--- src/rtl/univ_shift_reg.sv ---
// Parametrised universal shift register: hold/shift/load/rotate/ASR plus multi-cycle burst shift right.
// Optional SHIFT_SYNC_CLR_EN adds a synchronous active-high clear port sclr.
module univ_shift_reg #(
    parameter int unsigned WIDTH = 8,
    parameter int unsigned AMT_W = $clog2(WIDTH + 1)
) (
    input  logic             clk,
    input  logic             clr,
`ifdef SHIFT_SYNC_CLR_EN
    input  logic             sclr,
`endif
    input  logic             en,
    input  logic [2:0]       mode,
    input  logic             in,
    input  logic             in_left,
    input  logic [WIDTH-1:0] r_in,
    input  logic [AMT_W-1:0] amt,
    output logic [WIDTH-1:0] r,
    output logic             ser_out_r,
    output logic             ser_out_l,
    output logic             busy,
    output logic             done
);

    localparam logic [2:0] M_HOLD  = 3'b000;
    localparam logic [2:0] M_SHR   = 3'b001;
    localparam logic [2:0] M_SHL   = 3'b010;
    localparam logic [2:0] M_LOAD  = 3'b011;
    localparam logic [2:0] M_ROR   = 3'b100;
    localparam logic [2:0] M_ROL   = 3'b101;
    localparam logic [2:0] M_ASR   = 3'b110;
    localparam logic [2:0] M_BURST = 3'b111;

    typedef enum logic {
        S_IDLE  = 1'b0,
        S_BURST = 1'b1
    } state_t;

    state_t             r_state;
    state_t             w_state_nxt;
    logic [WIDTH-1:0]   r_data;
    logic [WIDTH-1:0]   w_data_nxt;
    logic [AMT_W-1:0]   r_cnt;
    logic [AMT_W-1:0]   w_cnt_nxt;
    logic               r_busy;
    logic               w_busy_nxt;
    logic               r_done;
    logic               w_done_nxt;

    logic [WIDTH-1:0]   w_shr;
    logic [WIDTH-1:0]   w_shl;
    logic [WIDTH-1:0]   w_ror;
    logic [WIDTH-1:0]   w_rol;
    logic [WIDTH-1:0]   w_asr;
    logic               w_amt_ok;

    // Candidate results for each single-step operation
    assign w_shr    = {in, r_data[WIDTH-1:1]};
    assign w_shl    = {r_data[WIDTH-2:0], in_left};
    assign w_ror    = {r_data[0], r_data[WIDTH-1:1]};
    assign w_rol    = {r_data[WIDTH-2:0], r_data[WIDTH-1]};
    assign w_asr    = {r_data[WIDTH-1], r_data[WIDTH-1:1]};

    // A zero or oversized burst count degenerates to a done-only no-op
    assign w_amt_ok = (amt != '0) && (amt <= AMT_W'(WIDTH));

    // State and data registers
    always_ff @(posedge clk or negedge clr) begin
        if (!clr) begin
            r_state <= S_IDLE;
            r_data  <= '0;
            r_cnt   <= '0;
            r_busy  <= 1'b0;
            r_done  <= 1'b0;
        end else begin
            r_state <= w_state_nxt;
            r_data  <= w_data_nxt;
            r_cnt   <= w_cnt_nxt;
            r_busy  <= w_busy_nxt;
            r_done  <= w_done_nxt;
        end
    end

    // Next-state and command decode
    always_comb begin
        w_state_nxt = r_state;
        w_data_nxt  = r_data;
        w_cnt_nxt   = r_cnt;
        w_busy_nxt  = r_busy;
        w_done_nxt  = 1'b0;

        case (r_state)
            S_IDLE: begin
                if (en) begin
                    case (mode)
                        M_HOLD:  w_data_nxt = r_data;
                        M_SHR:   w_data_nxt = w_shr;
                        M_SHL:   w_data_nxt = w_shl;
                        M_LOAD:  w_data_nxt = r_in;
                        M_ROR:   w_data_nxt = w_ror;
                        M_ROL:   w_data_nxt = w_rol;
                        M_ASR:   w_data_nxt = w_asr;
                        M_BURST: begin
                            if (w_amt_ok) begin
                                w_cnt_nxt   = amt;
                                w_busy_nxt  = 1'b1;
                                w_state_nxt = S_BURST;
                            end else begin
                                w_done_nxt  = 1'b1;
                            end
                        end
                        default: w_data_nxt = r_data;
                    endcase
                end
            end
            S_BURST: begin
                // Commands are ignored; the last shift lands on the 1->0 count edge
                w_data_nxt = w_shr;
                w_cnt_nxt  = r_cnt - AMT_W'(1);
                if (r_cnt == AMT_W'(1)) begin
                    w_done_nxt  = 1'b1;
                    w_busy_nxt  = 1'b0;
                    w_state_nxt = S_IDLE;
                end
            end
            default: begin
                w_state_nxt = S_IDLE;
                w_busy_nxt  = 1'b0;
                w_cnt_nxt   = '0;
            end
        endcase

`ifdef SHIFT_SYNC_CLR_EN
        if (sclr) begin
            w_state_nxt = S_IDLE;
            w_data_nxt  = '0;
            w_cnt_nxt   = '0;
            w_busy_nxt  = 1'b0;
            w_done_nxt  = 1'b0;
        end
`endif
    end

    assign r         = r_data;
    assign busy      = r_busy;
    assign done      = r_done;
    assign ser_out_r = r_data[0];
    assign ser_out_l = r_data[WIDTH-1];

endmodule

--- config.mk ---
export PLATFORM = sky130hd
export DESIGN_NAME = univ_shift_reg
export DESIGN_NICKNAME = d
export VERILOG_FILES = /design/src/rtl/univ_shift_reg.sv
export SDC_FILE = /design/constraint.sdc
export NUM_CORES = 1
export LEC_CHECK = 0
export CELL_PAD_IN_SITES_DETAIL_PLACEMENT = 2
export CELL_PAD_IN_SITES_GLOBAL_PLACEMENT = 2
export CORE_MARGIN = 2
export CORE_UTILIZATION = 28
export DETAILED_ROUTE_END_ITERATION = 8
export MAX_ROUTING_LAYER = met4
export PLACE_DENSITY = 0.85
export RECOVER_POWER = 50
export SETUP_SLACK_MARGIN = 0.3
export SLEW_MARGIN = 15
export SYNTH_ARGS = -nofsm -noshare
export SYNTH_HDL_FRONTEND = slang
export SYNTH_SLANG_ARGS = --single-unit
--- constraint.sdc ---
create_clock -name clk -period 1.79 [get_ports clk]
set_input_delay 0.358 -clock clk [delete_from_list [all_inputs] [get_ports clk]]
set_output_delay 0.358 -clock clk [all_outputs]
set_load 0.005 [all_outputs]
; Word-level counts from Yosys, hierarchy flattened
; Cells that the tools add are included.
[totals]
ff_bits = 15
output_inout_bits = 12
elab_cells = 52
[op_classes]
n_addsub = 1
n_lt_le_gt_ge = 1
n_eq_ne = 15
muxes = 22
bitwise = 1
n_reduce_logical = 6
[ops]
columns = op, count
row1 = case mux 8 bit (6 select lines), 1
row2 = case mux 8 bit (2 select lines), 1
row3 = "== test 3 bit, second input constant", 4
row4 = 2-to-1 mux 1 bit, 12
row5 = 2-to-1 mux 4 bit, 3
row6 = 2-to-1 mux 8 bit, 1
row7 = case mux 4 bit (2 select lines), 1
row8 = "!= test 7 x 1 -> 1 bit, second input constant", 1
row9 = "== test 3 x 2 -> 1 bit, second input constant", 2
row10 = "!= test 2 bit, second input constant", 3
row11 = "!= test 6 x 1 -> 1 bit, second input constant", 1
row12 = case mux 1 bit (2 select lines), 3
row13 = AND reduction 3 bit, 2
row14 = "== test 4 x 1 -> 1 bit, second input constant", 1
row15 = "less-or-equal comparator 4 bit, second input constant", 1
row16 = "!= test 2 x 1 -> 1 bit, second input constant", 2
row17 = AND reduction 4 bit, 1
row18 = nonzero test 4 bit, 1
row19 = "subtractor 4 x 1 -> 4 bit, second input constant", 1
row20 = "== test 3 x 1 -> 1 bit, second input constant", 1
row21 = AND reduction 2 bit, 1
row22 = logical AND 1 bit, 1
row23 = NOT 1 bit, 1

; Longest topological paths before layout
[depth]
ltp_word = 6
mapped_depth = 7
mapped_depth_nobuf = 5

; Worst setup path before layout
; No wires, ideal clock.
[synth_path]
path_kind = input -> register
from = input mode[2]
to = register r_data[7], in the netlist r[7]
arrival_ns = 1.365
t_required_ns = 1.665
path_slack_ns = 0.300
cell_stages = 5
cell_sequence = buf_4 > and3_1 > o31a_1 > a31o_1 > mux2_2
[synth_via]
elab_chain_len = 4
[synth_lines]
columns = item, line
row1 = "start, declared", 13  ; input logic [2:0] mode,
row2 = == test 3 bit (tied with other cells), 95  ; case (mode)
row3 = case mux 8 bit (6 select lines), 95
row4 = 2-to-1 mux 8 bit, 94  ; if (en) begin
row5 = case mux 8 bit (2 select lines), 92  ; case (r_state)
row6 = "end signal, assigned", 77  ; r_data <= w_data_nxt;
row7 = "end, declared", 41  ; logic [WIDTH-1:0] r_data;
; Several ways; a longest one is shown, not always the timed one. The select of a mux whose other input is x is not followed.
; A chain may end at the register's enable or synchronous reset.

; Worst setup path after layout
[layout_path]
from = input in_left
to = register r_data[0], in the netlist r[0]
[layout_via]
elab_chain_len = 3
[layout_lines]
columns = item, line
row1 = "start, declared", 15  ; input logic in_left,
row2 = case mux 8 bit (6 select lines), 95
row3 = 2-to-1 mux 8 bit, 94
row4 = case mux 8 bit (2 select lines), 92
; No other way between the ends. The select of a mux whose other input is x is not followed.

==> results.yml <==
run_status:
  outcome: "complete, no violations"
setup_path:
  reg2reg_slack_ps: 320
  slowest_delay_ps: 450
  end_kind: "register"
  endpoint: "r[0]"
  path_cells: "clkdlybuf4s50_1 > nor4bb_1 > a311o_1 > a22oi_2 > o21ai_1"
  path_delay_family: "compound AO/OA/AOI/OAI gates"
  cp.arrival_ps: 1650
  required_ps: 1970
  critPathKind: "in -> reg"
  cp.buffers_inverters: 1
  cp-startpoint: "in_left"
  cp_num_cells: 5
  rr_endpoint: "r[0]"
  cp_slowest_cell: "clkdlybuf4s50_1"
  reg2reg_from: "r[7]"
  path_max_fanout: 1
  worstSetupStartpointType: "input pin"
  rr_worst_depth: 5
clock_tree:
  cts_root_buf: "clkbuf_8"
  cts_buffers: 3
  cts_buffer_depth: 2
  clkSlewWorstSetupHoldPaths_ps: 70
  cts_max_level: 1
  clock_latency_ps: 260
  clock_sinks: 15
  cts_tree: "built"
yosys:
  yosysWarnings: 0
  synthDistinctLibCells: 38
  synth_fa_ha_area_share_pct: 2.15
  synth_nets: 150
  syn_avg_cell_area_um2: 9.10
  synth-simple-area-share_pct: 27.0
  synthFlopType: "dfrtp_1"
  synth_compound_area_share_pct: 21.3
  async_reset_ff_share_pct: 100
  syn_inst: 128
  syn_area_um2: 1160
  synth_edf_count: 0
  synth_top_family_by_area: "simple AND/OR/NAND/NOR gates"
  ys_seq_area_share_pct: 32.2
  synth_mux_area_share_pct: 7.09
  synth_seq_cells: 15
  synth_xor_xnor_area_share_pct: 2.26
timing:
  rsz0062_at_grt: "yes"
  finalSetupViolations: 0
  finalSetupTns_ps: 0
  hold_viol: 0
  fin_crit_ps: 1470
  skew_ps: 5.35
  tightest_slew_ps: 846
  fmax_mhz: 680
  min_period_over_period_pct: 82.2
  final_max_slew_viol_count: 0
  slew_headroom_pct: 43.6
floorplan:
  core_um2: 4000
  ios: 32
  num_rows: 23
  start_util_pct: 29.1
  die_height_um: 68.5
  fp.dieW_um: 68.5
  dieArea_um2: 4690
grt:
  grt_overflow: 0
  grt_use_total_pct: 23.1
  grt_pass1_vias: 1480
  grt_pass1_wl_um: 7600
  grt_max_degree: 19
  antenna_found_initial: 0
run:
  max_cap_viol_count: 0
final_layout:
  antennaDiodeCount: 0
  area_growth_pct: 52.6
  final_area_um2: 1780
  fin_nets: 211
  layout.cells.most_common: "buf_4"
  drive_gt1_share_pct: 33.0
  layout_common_cells: "36 x buf_4, 12 x nand2_1, 11 x clkdlybuf4s50_1"
power:
  p_per_area_nw_per_um2: 1180
  ir_drop_uv: 551
  finalPower_mw: 2.10
  leakage_nw: 0.754
routing:
  wl_per_cell_um: 20.4
  avgViaCountPerCell: 5.58
  antenna_left: 0
  via_count: 1327
  drc: 0
  first_pass_iters: 4
  routed_wl_um: 4860
  drtIter0Drc: 89
placement:
  placed_area_um2: 1640
  routabilityCongestion: 0.901
  dp_hpwl_um: 3340
  io_buffers: 31
min_path:
  hold_path.class: "reg -> reg"
==> cell usage after synthesis, types with 2 or more instances <==
master / instances / area share (%)
inv_2: 2 / 0.64
nand4bb_1: 5 / 4.8
xnor2_1: 3 / 2.3
mux2_2: 2 / 1.9
a221o_1: 2 / 1.7
nor2_1: 4 / 1.3
o21ai_1: 10 / 4.3
nor2b_1: 4 / 2.1
inv_1: 2 / 0.64
mux2i_1: 6 / 5.2
nor3_1: 3 / 1.3
nor4bb_1: 2 / 1.7
a21oi_1: 6 / 2.6
nand2_1: 12 / 3.9
dfrtp_1: 15 / 32
a31oi_1: 5 / 2.7
nand4b_1: 10 / 7.5
a22oi_1: 2 / 1.3
ha_1: 2 / 2.1
o31a_1: 3 / 2.3
buf_2: 6 / 2.6
buf_4: 6 / 3.9
==> kinds of logic after synthesis <==
group           after synthesis
simple gates                 46
compound gates               37
buf+inv                      17
flops                        15
mux                           8
xor+xnor                      3
fa+ha+maj                     2
==> per-stage QoR <==
| step | setup slack [ps] | util (%) | cells | hold WS, ps |
|---|---|---|---|---|
| after CTS | 294 | 44.0 | 235 | 432 |
| final | 319 | 44.4 | 238 | 560 |
| after global placement | -246 | 41.0 | 220 | 510 |
| after floorplan | 300 | - | 128 | 62.4 |
| after detailed placement | -388 | 41.0 | 220 | 528 |
| after global routing | 251 | 44.4 | 238 | 585 |
==> cell type report <==
cell class                 count  area [µm²]
clock buffer                   3        41.3
clock inverter                 1        5.00
fill                         442        2220
inverter                       4        15.0
multi-input combinational     96         712
sequential                    15         382
tap                           50        62.6
timing repair buffer          69         561
==> how the worst min path moves through the flow <==
stage	startpoint	end	slack, ps	cells after the start
floorplan	clr	busy	60	0
global placement	busy	busy	510	2
detailed placement	busy	busy	530	2
CTS	clr	r[3]	430	2
global route	r_cnt[0]	r_cnt[0]	580	1
finish	r_cnt[0]	r_cnt[0]	560	1
==> worst register-to-register path, stage by stage, from the launching register on <==
cell and delay (ps):
dfrtp_2 410, buf_4 160, and4b_1 180, a311o_1 320, a22oi_2 180, o21ai_1 100
==> flip-flops by register name, indices dropped and copies added, names as in the netlist <==
name	count
r	8
r_cnt	4
busy	1
done	1
r_state	1
==> metal layers <==
| layer | global-route usage, % | share of wire [%] |
|---|---|---|
| met2 | 40.3 | 53 |
| met5 | - | 0 |
| met4 | 8.75 | 2.5 |
| met1 | 26.5 | 41 |
| met3 | 3.90 | 3.7 |
==> timing repair <==
action                     CTS  global route
gates cloned                 0             0
hold buffers                 0             0
setup buffers               11             3
pin swaps                    3             5
setup endpoints to repair   26            11
gates resized for setup     30            14
==> where the power goes <==
group	total [mW]	switching, mW	leakage [nW]	internal [mW]
Combinational	1.17	0.576	0.547	0.597
Sequential	0.637	0.151	0.182	0.486
Clock	0.287	0.132	0.0255	0.155
Power figures use the tool's default switching activity.
